**config.mk**
```make
export PLATFORM = sky130hd
export DESIGN_NAME = ps2_key_tracker
export DESIGN_NICKNAME = d
export VERILOG_FILES = /design/src/rtl/ps2_keys_pkg.sv /design/src/rtl/ps2_evt_fifo.sv /design/src/rtl/ps2_key_tracker.sv
export SDC_FILE = /design/constraint.sdc
export NUM_CORES = 1
export LEC_CHECK = 0
export ABC_CLOCK_PERIOD_IN_PS = 7600
export CORE_ASPECT_RATIO = 0.75
export CORE_MARGIN = 3
export CORE_UTILIZATION = 60
export DETAILED_ROUTE_END_ITERATION = 10
export DONT_BUFFER_PORTS = 1
export GPL_ROUTABILITY_DRIVEN = 0
export HOLD_SLACK_MARGIN = 0.03
export PLACE_DENSITY = 0.87
export SLEW_MARGIN = 5
export SYNTH_ARGS = -nofsm -noshare
export SYNTH_HDL_FRONTEND = slang
export SYNTH_HIERARCHICAL = 1
export SYNTH_SLANG_ARGS = --single-unit
```
**constraint.sdc**
```tcl
create_clock -name clk -period 7.6 [get_ports clk]
set_input_delay 1.14 -clock clk [delete_from_list [all_inputs] [get_ports clk]]
set_output_delay 1.14 -clock clk [all_outputs]
set_load 0.02 [all_outputs]
```
**src/rtl/ps2_keys_pkg.sv**
```systemverilog
// ps2_keys_pkg
//   Shared constants for the PS/2 set-2 key tracker: scan-code bytes,
//   game-key indices, tracker FSM state encodings, the event word layout
//   and the scan-code-to-key decoder.
package ps2_keys_pkg;

    // Scan-code bytes (PS/2 set 2)
    localparam logic [7:0] SC_E0    = 8'hE0;
    localparam logic [7:0] SC_F0    = 8'hF0;
    localparam logic [7:0] SC_A     = 8'h1C;
    localparam logic [7:0] SC_B     = 8'h32;
    localparam logic [7:0] SC_C     = 8'h21;
    localparam logic [7:0] SC_D     = 8'h23;
    localparam logic [7:0] SC_UP    = 8'h75;
    localparam logic [7:0] SC_DOWN  = 8'h72;
    localparam logic [7:0] SC_RIGHT = 8'h74;
    localparam logic [7:0] SC_LEFT  = 8'h6B;

    // Game-key indices (bit position in held / press_pulse)
    localparam logic [2:0] KEY_A     = 3'd0;
    localparam logic [2:0] KEY_B     = 3'd1;
    localparam logic [2:0] KEY_C     = 3'd2;
    localparam logic [2:0] KEY_D     = 3'd3;
    localparam logic [2:0] KEY_UP    = 3'd4;
    localparam logic [2:0] KEY_DOWN  = 3'd5;
    localparam logic [2:0] KEY_RIGHT = 3'd6;
    localparam logic [2:0] KEY_LEFT  = 3'd7;

    // Prefix-tracking FSM states
    localparam logic [1:0] S_IDLE = 2'd0;
    localparam logic [1:0] S_E0   = 2'd1;
    localparam logic [1:0] S_F0   = 2'd2;
    localparam logic [1:0] S_E0F0 = 2'd3;

    // Event word: {release, key}
    localparam int unsigned EVT_W = 4;

    typedef struct packed {
        logic       rel;
        logic [2:0] key;
    } evt_t;

    typedef struct packed {
        logic       hit;
        logic [2:0] idx;
    } key_map_t;

    // Letters only decode without E0; arrows decode with E0, or without it
    // when the numeric-keypad aliases are accepted.
    function automatic key_map_t decode_key(input logic [7:0] code,
                                            input logic       ext,
                                            input logic       keypad);
        key_map_t m;
        m.hit = 1'b0;
        m.idx = KEY_A;
        case (code)
            SC_A:     if (!ext) m = '{hit: 1'b1, idx: KEY_A};
            SC_B:     if (!ext) m = '{hit: 1'b1, idx: KEY_B};
            SC_C:     if (!ext) m = '{hit: 1'b1, idx: KEY_C};
            SC_D:     if (!ext) m = '{hit: 1'b1, idx: KEY_D};
            SC_UP:    if (ext || keypad) m = '{hit: 1'b1, idx: KEY_UP};
            SC_DOWN:  if (ext || keypad) m = '{hit: 1'b1, idx: KEY_DOWN};
            SC_RIGHT: if (ext || keypad) m = '{hit: 1'b1, idx: KEY_RIGHT};
            SC_LEFT:  if (ext || keypad) m = '{hit: 1'b1, idx: KEY_LEFT};
            default:  m.hit = 1'b0;
        endcase
        return m;
    endfunction

endpackage

```
**src/rtl/ps2_evt_fifo.sv**
```systemverilog
// ps2_evt_fifo
//   Synchronous first-word-fall-through FIFO for key events.
//   Ports:
//     clk, reset   - clock, synchronous active-high reset
//     wr_en_i      - push wr_data_i (ignored when full unless popping)
//     wr_data_i    - event word to push
//     rd_en_i      - pop the head (ignored when empty)
//     rd_data_o    - head word, zero while empty
//     full_o       - DEPTH entries stored
//     empty_o      - no entries stored
module ps2_evt_fifo
    import ps2_keys_pkg::*;
#(
    parameter int unsigned DEPTH = 4
) (
    input  logic             clk,
    input  logic             reset,
    input  logic             wr_en_i,
    input  logic [EVT_W-1:0] wr_data_i,
    input  logic             rd_en_i,
    output logic [EVT_W-1:0] rd_data_o,
    output logic             full_o,
    output logic             empty_o
);

    localparam int unsigned PW = $clog2(DEPTH);

    logic [EVT_W-1:0] mem_q [DEPTH];
    logic [PW:0]      wr_ptr_q, wr_ptr_d;
    logic [PW:0]      rd_ptr_q, rd_ptr_d;
    logic             do_wr;
    logic             do_rd;

    // Extra pointer MSB distinguishes full (wrapped) from empty.
    assign empty_o = (wr_ptr_q == rd_ptr_q);
    assign full_o  = (wr_ptr_q[PW] != rd_ptr_q[PW]) &&
                     (wr_ptr_q[PW-1:0] == rd_ptr_q[PW-1:0]);

    assign do_rd = rd_en_i && !empty_o;
    // On a full FIFO the write lands in the slot the same-cycle pop frees.
    assign do_wr = wr_en_i && (!full_o || do_rd);

    assign rd_data_o = empty_o ? '0 : mem_q[rd_ptr_q[PW-1:0]];

    always_comb begin
        wr_ptr_d = wr_ptr_q;
        rd_ptr_d = rd_ptr_q;
        if (do_wr) wr_ptr_d = wr_ptr_q + 1'b1;
        if (do_rd) rd_ptr_d = rd_ptr_q + 1'b1;
    end

    always_ff @(posedge clk) begin
        if (reset) begin
            wr_ptr_q <= '0;
            rd_ptr_q <= '0;
        end else begin
            wr_ptr_q <= wr_ptr_d;
            rd_ptr_q <= rd_ptr_d;
        end
    end

    always_ff @(posedge clk) begin
        if (do_wr) mem_q[wr_ptr_q[PW-1:0]] <= wr_data_i;
    end

endmodule

```
**src/rtl/ps2_key_tracker.sv**
```systemverilog
// ps2_key_tracker
//   Turns the PS/2 set-2 byte stream into held-key state and press/release
//   events for eight game keys, tracking E0/F0 prefixes, suppressing
//   typematic repeats and abandoning stale prefixes after a timeout.
//   Ports:
//     clk, reset    - clock, synchronous active-high reset
//     rx_done_tick  - strobe: rx_data holds a new byte
//     rx_data       - received scan-code byte
//     evt_ready     - consumer takes the head event this cycle
//     clr_ovf       - clear the overflow flag
//     evt_valid     - event FIFO non-empty
//     evt_key       - head event key index
//     evt_release   - head event type (0 press, 1 release)
//     held          - held-key bitmap
//     press_pulse   - one-cycle pulse per key on a new press
//     overflow      - sticky: an event was dropped on a full FIFO
module ps2_key_tracker
    import ps2_keys_pkg::*;
#(
    parameter int unsigned FIFO_DEPTH     = 4,
    parameter int unsigned TIMEOUT_CYCLES = 2500000,
    parameter bit          ACCEPT_KEYPAD  = 1'b1
) (
    input  logic       clk,
    input  logic       reset,
    input  logic       rx_done_tick,
    input  logic [7:0] rx_data,
    input  logic       evt_ready,
    input  logic       clr_ovf,
    output logic       evt_valid,
    output logic [2:0] evt_key,
    output logic       evt_release,
    output logic [7:0] held,
    output logic [7:0] press_pulse,
    output logic       overflow
);

    localparam int unsigned       TMO_W    = $clog2(TIMEOUT_CYCLES + 1);
    localparam logic [TMO_W-1:0]  TMO_LAST = TMO_W'(TIMEOUT_CYCLES - 1);

    logic [1:0]       state_q, state_d;
    logic [TMO_W-1:0] tmo_q, tmo_d;
    logic [7:0]       held_q, held_d;
    logic [7:0]       pulse_q, pulse_d;
    logic             ovf_q, ovf_d;

    logic             ext_pfx;
    logic             brk_pfx;
    logic             tmo_hit;
    key_map_t         kmap;
    logic             push;
    evt_t             push_evt;
    evt_t             head_evt;
    logic             pop;
    logic             drop;
    logic             fifo_full;
    logic             fifo_empty;

    assign ext_pfx = (state_q == S_E0) || (state_q == S_E0F0);
    assign brk_pfx = (state_q == S_F0) || (state_q == S_E0F0);
    assign tmo_hit = (state_q != S_IDLE) && (tmo_q == TMO_LAST);
    assign kmap    = decode_key(rx_data, ext_pfx, ACCEPT_KEYPAD);

    // Prefix FSM and held/event generation. E0 always (re)starts an
    // extended prefix; F0 adds "break" while keeping any extended prefix.
    always_comb begin
        state_d  = state_q;
        held_d   = held_q;
        pulse_d  = '0;
        push     = 1'b0;
        push_evt = '0;
        if (rx_done_tick) begin
            if (rx_data == SC_E0) begin
                state_d = S_E0;
            end else if (rx_data == SC_F0) begin
                state_d = ext_pfx ? S_E0F0 : S_F0;
            end else begin
                state_d = S_IDLE;
                if (kmap.hit) begin
                    if (!brk_pfx) begin
                        if (!held_q[kmap.idx]) begin
                            held_d[kmap.idx]  = 1'b1;
                            pulse_d[kmap.idx] = 1'b1;
                            push              = 1'b1;
                            push_evt          = '{rel: 1'b0, key: kmap.idx};
                        end
                    end else if (held_q[kmap.idx]) begin
                        held_d[kmap.idx] = 1'b0;
                        push             = 1'b1;
                        push_evt         = '{rel: 1'b1, key: kmap.idx};
                    end
                end
            end
        end else if (tmo_hit) begin
            state_d = S_IDLE;
        end
    end

    always_comb begin
        if (rx_done_tick || (state_q == S_IDLE)) tmo_d = '0;
        else                                     tmo_d = tmo_q + 1'b1;
    end

    assign pop  = !fifo_empty && evt_ready;
    assign drop = push && fifo_full && !pop;

    // A new drop outranks a same-cycle clear.
    always_comb begin
        ovf_d = ovf_q;
        if (drop)         ovf_d = 1'b1;
        else if (clr_ovf) ovf_d = 1'b0;
    end

    always_ff @(posedge clk) begin
        if (reset) begin
            state_q <= S_IDLE;
            tmo_q   <= '0;
            held_q  <= '0;
            pulse_q <= '0;
            ovf_q   <= 1'b0;
        end else begin
            state_q <= state_d;
            tmo_q   <= tmo_d;
            held_q  <= held_d;
            pulse_q <= pulse_d;
            ovf_q   <= ovf_d;
        end
    end

    ps2_evt_fifo #(
        .DEPTH (FIFO_DEPTH)
    ) u_fifo (
        .clk       (clk),
        .reset     (reset),
        .wr_en_i   (push),
        .wr_data_i (push_evt),
        .rd_en_i   (evt_ready),
        .rd_data_o (head_evt),
        .full_o    (fifo_full),
        .empty_o   (fifo_empty)
    );

    assign evt_valid   = !fifo_empty;
    assign evt_key     = head_evt.key;
    assign evt_release = head_evt.rel;
    assign held        = held_q;
    assign press_pulse = pulse_q;
    assign overflow    = ovf_q;

endmodule

```
==> Word level (Yosys, flattened, before mapping) <==
Memory sizes are Yosys's and may differ from the RTL's. A register that Yosys moved wholly into a read port is not among the register bits.
Cells that the tools add are included.
W data, S select, Z words.
{ "word_totals": {"output_inout_bits": 22, "register_bits": 47, "word_cells": 100, "latch_bits": 0, "ram_bits": 16, "mem_bits_ro": 0, "mem_count": 1, "in_bits": 13} }
{ "op_classes": {"order_cmp": 2, "n_shift": 0, "n_eq_ne": 19, "reduce_logical": 22, "n_addsub": 3, "div_mod_pow": 0, "bitwise_logic": 7, "n_mux": 39, "n_mul": 0} }
{ "mem_list": {"columns": ["memory", "words", "word_bits", "read_ports", "rd_clocked_by_memory_dff", "wr", "line", "rtl"], "rows": [
  ["u_fifo.mem_q", 4, 4, 1, 1, 1, "ps2_evt_fifo.sv:28", "logic [EVT_W-1:0] mem_q [DEPTH];"]
]} }
{ "ops": {"columns": ["op", "n"], "rows": [
  ["$mux W4", 11],
  ["$eq A8 B7 Y1 const B", 4],
  ["$eq A8 B6 Y1 const B", 3],
  ["$mux W8", 3],
  ["$pmux W3 S8", 1],
  ["$add A22 B1 Y22 const B", 1],
  ["$eq A22 B22 Y1 const B", 1],
  ["$eq A8 B8 Y1 const B", 2],
  ["$mux W1", 14],
  ["$mux W2", 6],
  ["$and A8 B8 Y8", 1],
  ["$eq A8 B5 Y1 const B", 1],
  ["$not A8 Y8", 1],
  ["$or A8 B8 Y8", 1],
  ["$logic_and A1 B1 Y1", 7],
  ["$reduce_or A7 Y1", 1],
  ["$add A3 B1 Y3 const B", 2],
  ["$reduce_and A6 Y1", 1],
  ["$reduce_bool A2 Y1", 3],
  ["$pmux W1 S5", 1],
  ["$eq A2 B2 Y1 const B", 2],
  ["$logic_or A1 B1 Y1", 4],
  ["$lt A3 B4 Y1 const B", 1],
  ["$not A1 Y1", 4],
  ["other kinds (14)", 16]
]} }

==> Depth between registers and ports, before layout <==
Gate-level depths: netlist of run 1.
{ "depth": {"ltp_word": 15, "ltp_mapped": 13, "mapped_depth_nobuf": 10} }

==> Modules after synthesis <==
Netlist of run 1, hierarchy kept.
{ "modules_own_cells": {"columns": ["mod", "area_each_um2", "cells_each", "instances", "seq_area_each_um2"], "rows": [
  ["ps2_key_tracker", 2090.8, 248, 1, 820.8],
  ["ps2_evt_fifo", 1098.6, 78, 1, 640.6]
]} }

==> Worst setup path after synthesis of run 1 <==
Ideal clock, no wire load.
{ "synth_timing": {"path_type": "input port to flip-flop", "startpoint": "input rx_data[4]", "endpoint": "register u_fifo.wr_ptr_q[2]", "path_slack_ns": 3.713, "arrival_ns": 3.766, "path_buffers": 2, "t_required_ns": 7.479, "path_stages": 12, "path_cell_list": "buf_2 -> nand3b_1 -> nor3_1 -> clkbuf_1 -> nor4b_1 -> o31a_1 -> and2_4 -> ha_1 -> nor2_1 -> nand2_1 -> a41oi_1 -> mux2_2"} }
{ "synth_via": {"elab_chain_cells": 11, "word_cells_on_any_way": 23, "classes_between": "10 x eq/ne; 11 x mux; 2 x reduce/logical"} }
{ "synth_rtl": {"columns": ["element", "line", "rtl"], "rows": [
  ["from (decl)", "ps2_key_tracker.sv:27", "input logic [7:0] rx_data,"],
  ["$eq A8 B7 Y1 (tied with other cells)", "ps2_keys_pkg.sv:56", "case (code)"],
  ["$pmux W3 S8", "ps2_keys_pkg.sv:56", null],
  ["$bmux W1 S3", "ps2_key_tracker.sv:81, ps2_key_tracker.sv:87", null],
  ["$mux W1 (not written as such)", "ps2_key_tracker.sv:81, ps2_key_tracker.sv:87", null],
  ["$mux W1, on equally long branches", "ps2_key_tracker.sv:81, ps2_key_tracker.sv:87", null],
  ["$mux W1", "ps2_key_tracker.sv:80", "if (!brk_pfx) begin"],
  ["$mux W1", "ps2_key_tracker.sv:79", "if (kmap.hit) begin"],
  ["$mux W1", "ps2_key_tracker.sv:75", "end else if (rx_data == SC_F0) begin"],
  ["$mux W1 *", "ps2_key_tracker.sv:73", "if (rx_data == SC_E0) begin"],
  ["$mux W1 *", "ps2_key_tracker.sv:72", "if (rx_done_tick) begin"],
  ["net push", "ps2_key_tracker.sv:51", "logic push;"],
  ["$logic_and A1 B1 Y1 *", "ps2_evt_fifo.sv:41", "assign do_wr = wr_en_i && (!full_o || do_rd);"],
  ["to (signal assigned)", "ps2_evt_fifo.sv:57", "wr_ptr_q <= wr_ptr_d;"],
  ["to (decl)", "ps2_evt_fifo.sv:29", "logic [PW:0] wr_ptr_q, wr_ptr_d;"]
]} }
The timed path passes the listed nets; every way through them passes the cells marked *. The select of a mux whose other input is x is not followed.
A chain may end at the register's enable or synchronous reset.

==> results of run 1 <==
-- stage by stage --
step | hold WS (ns) | total power [W] | cells
finish | 0.447 | 0.000697 | 403
global route | 0.492 | 0.000723 | 403
CTS | 0.448 | 0.000701 | 403
detailed placement | 0.434 | 0.000421 | 387
global placement | 0.429 | 0.000420 | 387
floorplan | 0.418 | 0.000416 | 326
-- where the power goes --
part	internal (W)	total [W]	switching [W]	leakage, nW
Combinational	0.0000193	0.0000516	0.0000322	0.520
Clock	0.000148	0.000283	0.000136	0.101
Sequential	0.000356	0.000362	0.00000592	0.547
Total	0.000523	0.000697	0.000174	1.17
-- worst reg2reg max path: stages, from the launching register on --
cell      delay [ns]
dfxtp_1         0.48
nor3_1          0.18
nor3_1          0.40
o211ai_2        0.20
and2_4          0.22
ha_1            0.30
nor2b_1         0.54
o211ai_1        0.23
or3_1           0.35
a21oi_1         0.13
-- routing by layer --
metal / vias up / GRT usage, % / part of all wire (%)
met5: - / 0 / 0
met3: 11 / 6.32 / 9.6
met2: 136 / 31.5 / 45
met4: 0 / 10.7 / 1.9
li1: 1177 / - / -
met1: 1117 / 27.0 / 43
-- cells in the final DEF (no fill, tap or decap), drive strengths merged, types with 5 or more instances in the layout --
cell and n:
nand4 9, nand2 21, dfxtp 49, inv 17, and2 5, nor2 42
xnor2 10, or3 6, nor3 16, nor4b 5, nor4 7, nand2b 6
edfxtp 16, nor2b 7, a21oi 6, nand3 7, clkbuf 11, or2 5
ha 7, xor2 16, mux2i 7
-- cell type report --
class	count	area share, %
Clock buffer	11	4.74
Clock inverter	5	1.06
Inverter	16	1.75
Multi-Input combinational cell	234	47.3
Sequential cell	65	42.6
Tap cell	72	2.62
-- cells by family after synthesis --
family | Yosys count | share of synthesized area [%]
compound gates | 37 | 8.87
xor+xnor | 26 | 7.14
fa+ha+maj | 7 | 2.75
buf+inv | 27 | 3.30
flops | 65 | 45.8
mux | 15 | 6.55
simple gates | 149 | 25.6
-- final timing paths --
kind,end,depth (start not counted)
hold / removal,tmo_q[0],1
hold reg to reg,tmo_q[0],1
setup / recovery,register,10
setup reg to reg,register,9
==> results.json, run 1 <==
{
  "status": "completed",
  "finalSetupViolCount": 0,
  "timing.critical_path.buf_inv": 0,
  "finalWorstSetupSlack_ns": 3.40,
  "ys_async_sr_fraction_pct": 0,
  "drc": 0,
  "post-synth-top-area-cell": "dfxtp_1",
  "yosys-top-cells-count": "dfxtp_1, nor2_1, nand2_1",
  "yosysMostFrequentCell": "dfxtp_1",
  "place_hpwl_um": 4430,
  "avgSynthCellArea_um2": 9.78,
  "cp.arrival_ns": 4.49,
  "utilization_pct": 68.5,
  "start_util_pct": 63.7,
  "slowest_stage": "nor3_1",
  "dp_slack_ns": 3.17,
  "grt_pass1_vias": 2257,
  "startpoint_type": "input pin",
  "die_area_um2": 6240,
  "drt_iter0_drc": 245,
  "synthFlopType": "dfxtp_1",
  "die_x_um": 90.2,
  "slew_violations": 0,
  "fin_skew_ns": 0.0111,
  "startpoint": "rx_data[7]",
  "synth_cells": 326,
  "cts-root-buf": "clkbuf_8",
  "hold_class": "register to register",
  "peakVddDrop_mv": 0.132,
  "track_usage_pct": 20.8,
  "clk_latency_ns": 0.35,
  "worstPathMaxFanout": 11,
  "endpoint_kind": "register",
  "synthTopCellsByArea": "dfxtp_1, edfxtp_1, nor2_1",
  "yosysWarnings": 6,
  "ant_nets": 0,
  "ys_seq_area_share_pct": 45.8,
  "drtPass1Iterations": 5,
  "min_period_ns": 4.20,
  "ys_seq_elements": 65,
  "grt-ovfl-total": 0,
  "hold_start": "tmo_q[0]",
  "fill_cells": 384,
  "cts_setup_buffers": 0,
  "wire_per_inst_um": 15.4,
  "via_per_inst": 6.06,
  "regArea_um2": 1460,
  "wl_um": 6200,
  "max_cap_violations": 0,
  "synth_cell_types": 57,
  "tightest_slew_ns": 1.05,
  "slew_headroom_pct": 29.7,
  "cts_tree": "yes",
  "hold_viol": 0,
  "cts_buffers": 9,
  "min_period_over_period_pct": 55.3,
  "clkTransAtPathRegs_ns": 0.08,
  "grt_max_degree": 24,
  "crit_chain": "nand2b_1 -> nor3_1 -> or3_2 -> o211ai_2 -> and2_4 -> ha_1 -> nor2b_1 -> o211ai_1 -> or3_1 -> a21oi_1",
  "dieHeight_um": 69.1,
  "fin_area_um2": 3430,
  "required_ns": 7.88,
  "r2r-start": "state_q[0]",
  "core_um2": 5010,
  "dpl_cell_area_um2": 3230,
  "fin_setup_tns_ns": 0,
  "synth_area_um2": 3190,
  "power_leakage_nw": 1.17,
  "r2r_slack_ns": 4.52,
  "io_pins": 35,
  "cts_resized": 0,
  "clock_path_buffers": 2,
  "critPathTopFamily": "simple AND/OR/NAND/NOR gates",
  "rows": 22,
  "power_density_nw_per_um2": 203,
  "syn_to_final_growth_pct": 7.65,
  "clock-sinks": 65,
  "portBuffers": 0,
  "yosysTopAreaCellShare_pct": 30.8,
  "fmax_mhz": 238,
  "hold_buffers": 0,
  "nets": 346,
  "syn_nets": 346,
  "rsz0062_at_grt": "false",
  "antenna_found_initial": 0,
  "cp_slowest_stage_delay_ns": 0.89,
  "h-tree-depth": 3,
  "drive_gt1_share_pct": 10.9,
  "diodes": 0,
  "path_class": "input pin to register",
  "multiInputGateArea_um2": 1620,
  "synth-edff-count": 16,
  "vias": 2441,
  "grt_pass1_wl_um": 10500
}
No activity file was read; power rests on OpenSTA's default activity.
==> run 2, diff against run 1 <==
--- a/config.mk
+++ b/config.mk
@@ -5,7 +5,7 @@
 export SDC_FILE = /design/constraint.sdc
 export NUM_CORES = 1
 export LEC_CHECK = 0
-export ABC_CLOCK_PERIOD_IN_PS = 7600
+export ABC_CLOCK_PERIOD_IN_PS = 3990
 export CORE_ASPECT_RATIO = 0.75
 export CORE_MARGIN = 3
 export CORE_UTILIZATION = 60
==> constraint.sdc (replaced) <==
create_clock -name clk -period 3.99 [get_ports clk]
set_input_delay 0.5985 -clock clk [delete_from_list [all_inputs] [get_ports clk]]
set_output_delay 0.5985 -clock clk [all_outputs]
set_load 0.02 [all_outputs]
==> results.json, run 2 (synthesized netlist as in run 1, its figures left out) <==
{
  "timing.rr.end": "u_fifo/mem_q[1][1]",
  "hold_depth": 1,
  "dpl_cell_area_um2": 3270,
  "via_per_inst": 6.03,
  "tightest_slew_ns": 1.17,
  "drc": 0,
  "crit_chain": "or4_4 -> nor4_2 -> or3_2 -> o211ai_2 -> and2_4 -> ha_1 -> nor2_1 -> o41a_1 -> and2_1",
  "clock-sinks": 65,
  "portBuffers": 0,
  "antenna_found_initial": 0,
  "cts-root-buf": "clkbuf_8",
  "ant_nets": 0,
  "wl_um": 6320,
  "io_pins": 35,
  "fmax_mhz": 310,
  "min_period_ns": 3.23,
  "status": "completed",
  "wire_per_inst_um": 15.5,
  "rsz0062_at_grt": "false",
  "cts_resized": 0,
  "hold_viol": 0,
  "min_period_over_period_pct": 80.9,
  "fin_skew_ns": 0.00981,
  "grt_pass1_wl_um": 10500,
  "grt_max_degree": 24,
  "r2r_slack_ns": 0.92,
  "diodes": 0,
  "cts_buffers": 9,
  "finalSetupViolCount": 0,
  "rr_worst_depth": 9,
  "finalWorstSetupSlack_ns": 0.763,
  "cts_tree": "yes",
  "h-tree-depth": 3,
  "fin_setup_tns_ns": 0,
  "start_util_pct": 63.7,
  "clock_path_buffers": 2,
  "core_um2": 5010,
  "rows": 22,
  "r2r-start": "state_q[0]",
  "drt_iter0_drc": 241,
  "vias": 2462,
  "startpoint": "rx_data[3]",
  "slowest_stage": "or4_4",
  "power_leakage_nw": 1.19,
  "slew_violations": 0,
  "hold_class": "input pin to register",
  "cp.arrival_ns": 3.26,
  "final_cell_mix": "dfxtp_1, nor2_1, nand2_1",
  "syn_to_final_growth_pct": 7.96,
  "dieHeight_um": 69.1,
  "clkTransAtPathRegs_ns": 0.07,
  "slew_headroom_pct": 22.0,
  "fin_area_um2": 3440,
  "power_w": 0.00127,
  "drive_gt1_share_pct": 11.9,
  "worstPathMaxFanout": 8,
  "grt_pass1_vias": 2198,
  "die_area_um2": 6240,
  "hold_buffers": 0,
  "final_common_cell": "dfxtp_1",
  "cts_setup_buffers": 0,
  "cp_slowest_stage_delay_ns": 0.56,
  "power_density_nw_per_um2": 368,
  "grt-ovfl-total": 0,
  "drtPass1Iterations": 5,
  "startpoint_type": "input pin",
  "place_hpwl_um": 4550,
  "min_to": "press_pulse[6]",
  "required_ns": 4.02,
  "die_x_um": 90.2,
  "hold_start": "rx_data[0]",
  "peakVddDrop_mv": 0.233,
  "path_class": "input pin to register",
  "clk_latency_ns": 0.34,
  "track_usage_pct": 21.3,
  "dp_slack_ns": 0.454,
  "endpoint_kind": "register",
  "max_cap_violations": 0,
  "nets": 351
}
## run 2: cell types whose count changed in the layout (fill, tap and decap cells not counted)
cell	before	now
or2_0	0	1
clkinvlp_4	1	0
clkbuf_16	1	0
clkbuf_1	0	1
buf_4	0	5
clkinv_2	1	3
clkinv_4	2	1
or2_1	2	1
## run 2: power breakdown
part           internal [W]  switching, W  total [W]
combinational     0.0000378     0.0000622   0.000100
clock              0.000240      0.000238   0.000479
sequential         0.000678     0.0000106   0.000689
total              0.000956      0.000311    0.00127
## run 2: layer usage
| metal | GRT usage (%) | vias up | wire, um |
|---|---|---|---|
| li1 | - | 1190 | - |
| met1 | 27.5 | 1135 | 2810 |
| met2 | 32.5 | 117 | 2910 |
| met3 | 6.87 | 20 | 454 |
| met4 | 9.85 | 0 | 134 |
| met5 | 0 | - | 0 |
## run 2: stage by stage
stage | cells | util (%) | hold slack [ns]
finish | 408 | 68.7 | 0.316
global route | 408 | 68.7 | 0.289
CTS | 408 | 68.7 | 0.295
detailed placement | 392 | 65.3 | 0.448
global placement | 392 | 65.3 | 0.432
floorplan | 326 | - | 0.418
## run 2: how the worst max path moves through the flow
stage                              end  slack (ns)  cells after the start
finish              u_fifo/mem_q[1][1]        0.76                      9
global route        u_fifo/mem_q[0][3]        0.62                      9
CTS                 u_fifo/mem_q[1][1]        0.83                      9
detailed placement  u_fifo/mem_q[1][1]        0.45                      9
global placement    u_fifo/mem_q[1][1]        0.59                      9
floorplan           u_fifo/wr_ptr_q[2]        0.64                     12
## run 2: cell type report
cell class | count | area [um2]
fillers | 386 | 1570
flip-flops and latches | 65 | 1460
inverters | 16 | 60.1
well taps | 72 | 90.1
repair buffers | 5 | 37.5
clock inverters | 5 | 30.0
multi-input cells | 234 | 1620
clock buffers | 11 | 141
## run 2: worst max-delay path, delay by kind of cell
kind	cells	cell delay [ns]
adder cells (fa/ha/maj)	1	0.30
AND/OR/NAND/NOR	6	1.92
AO/OA/AOI/OAI	2	0.44
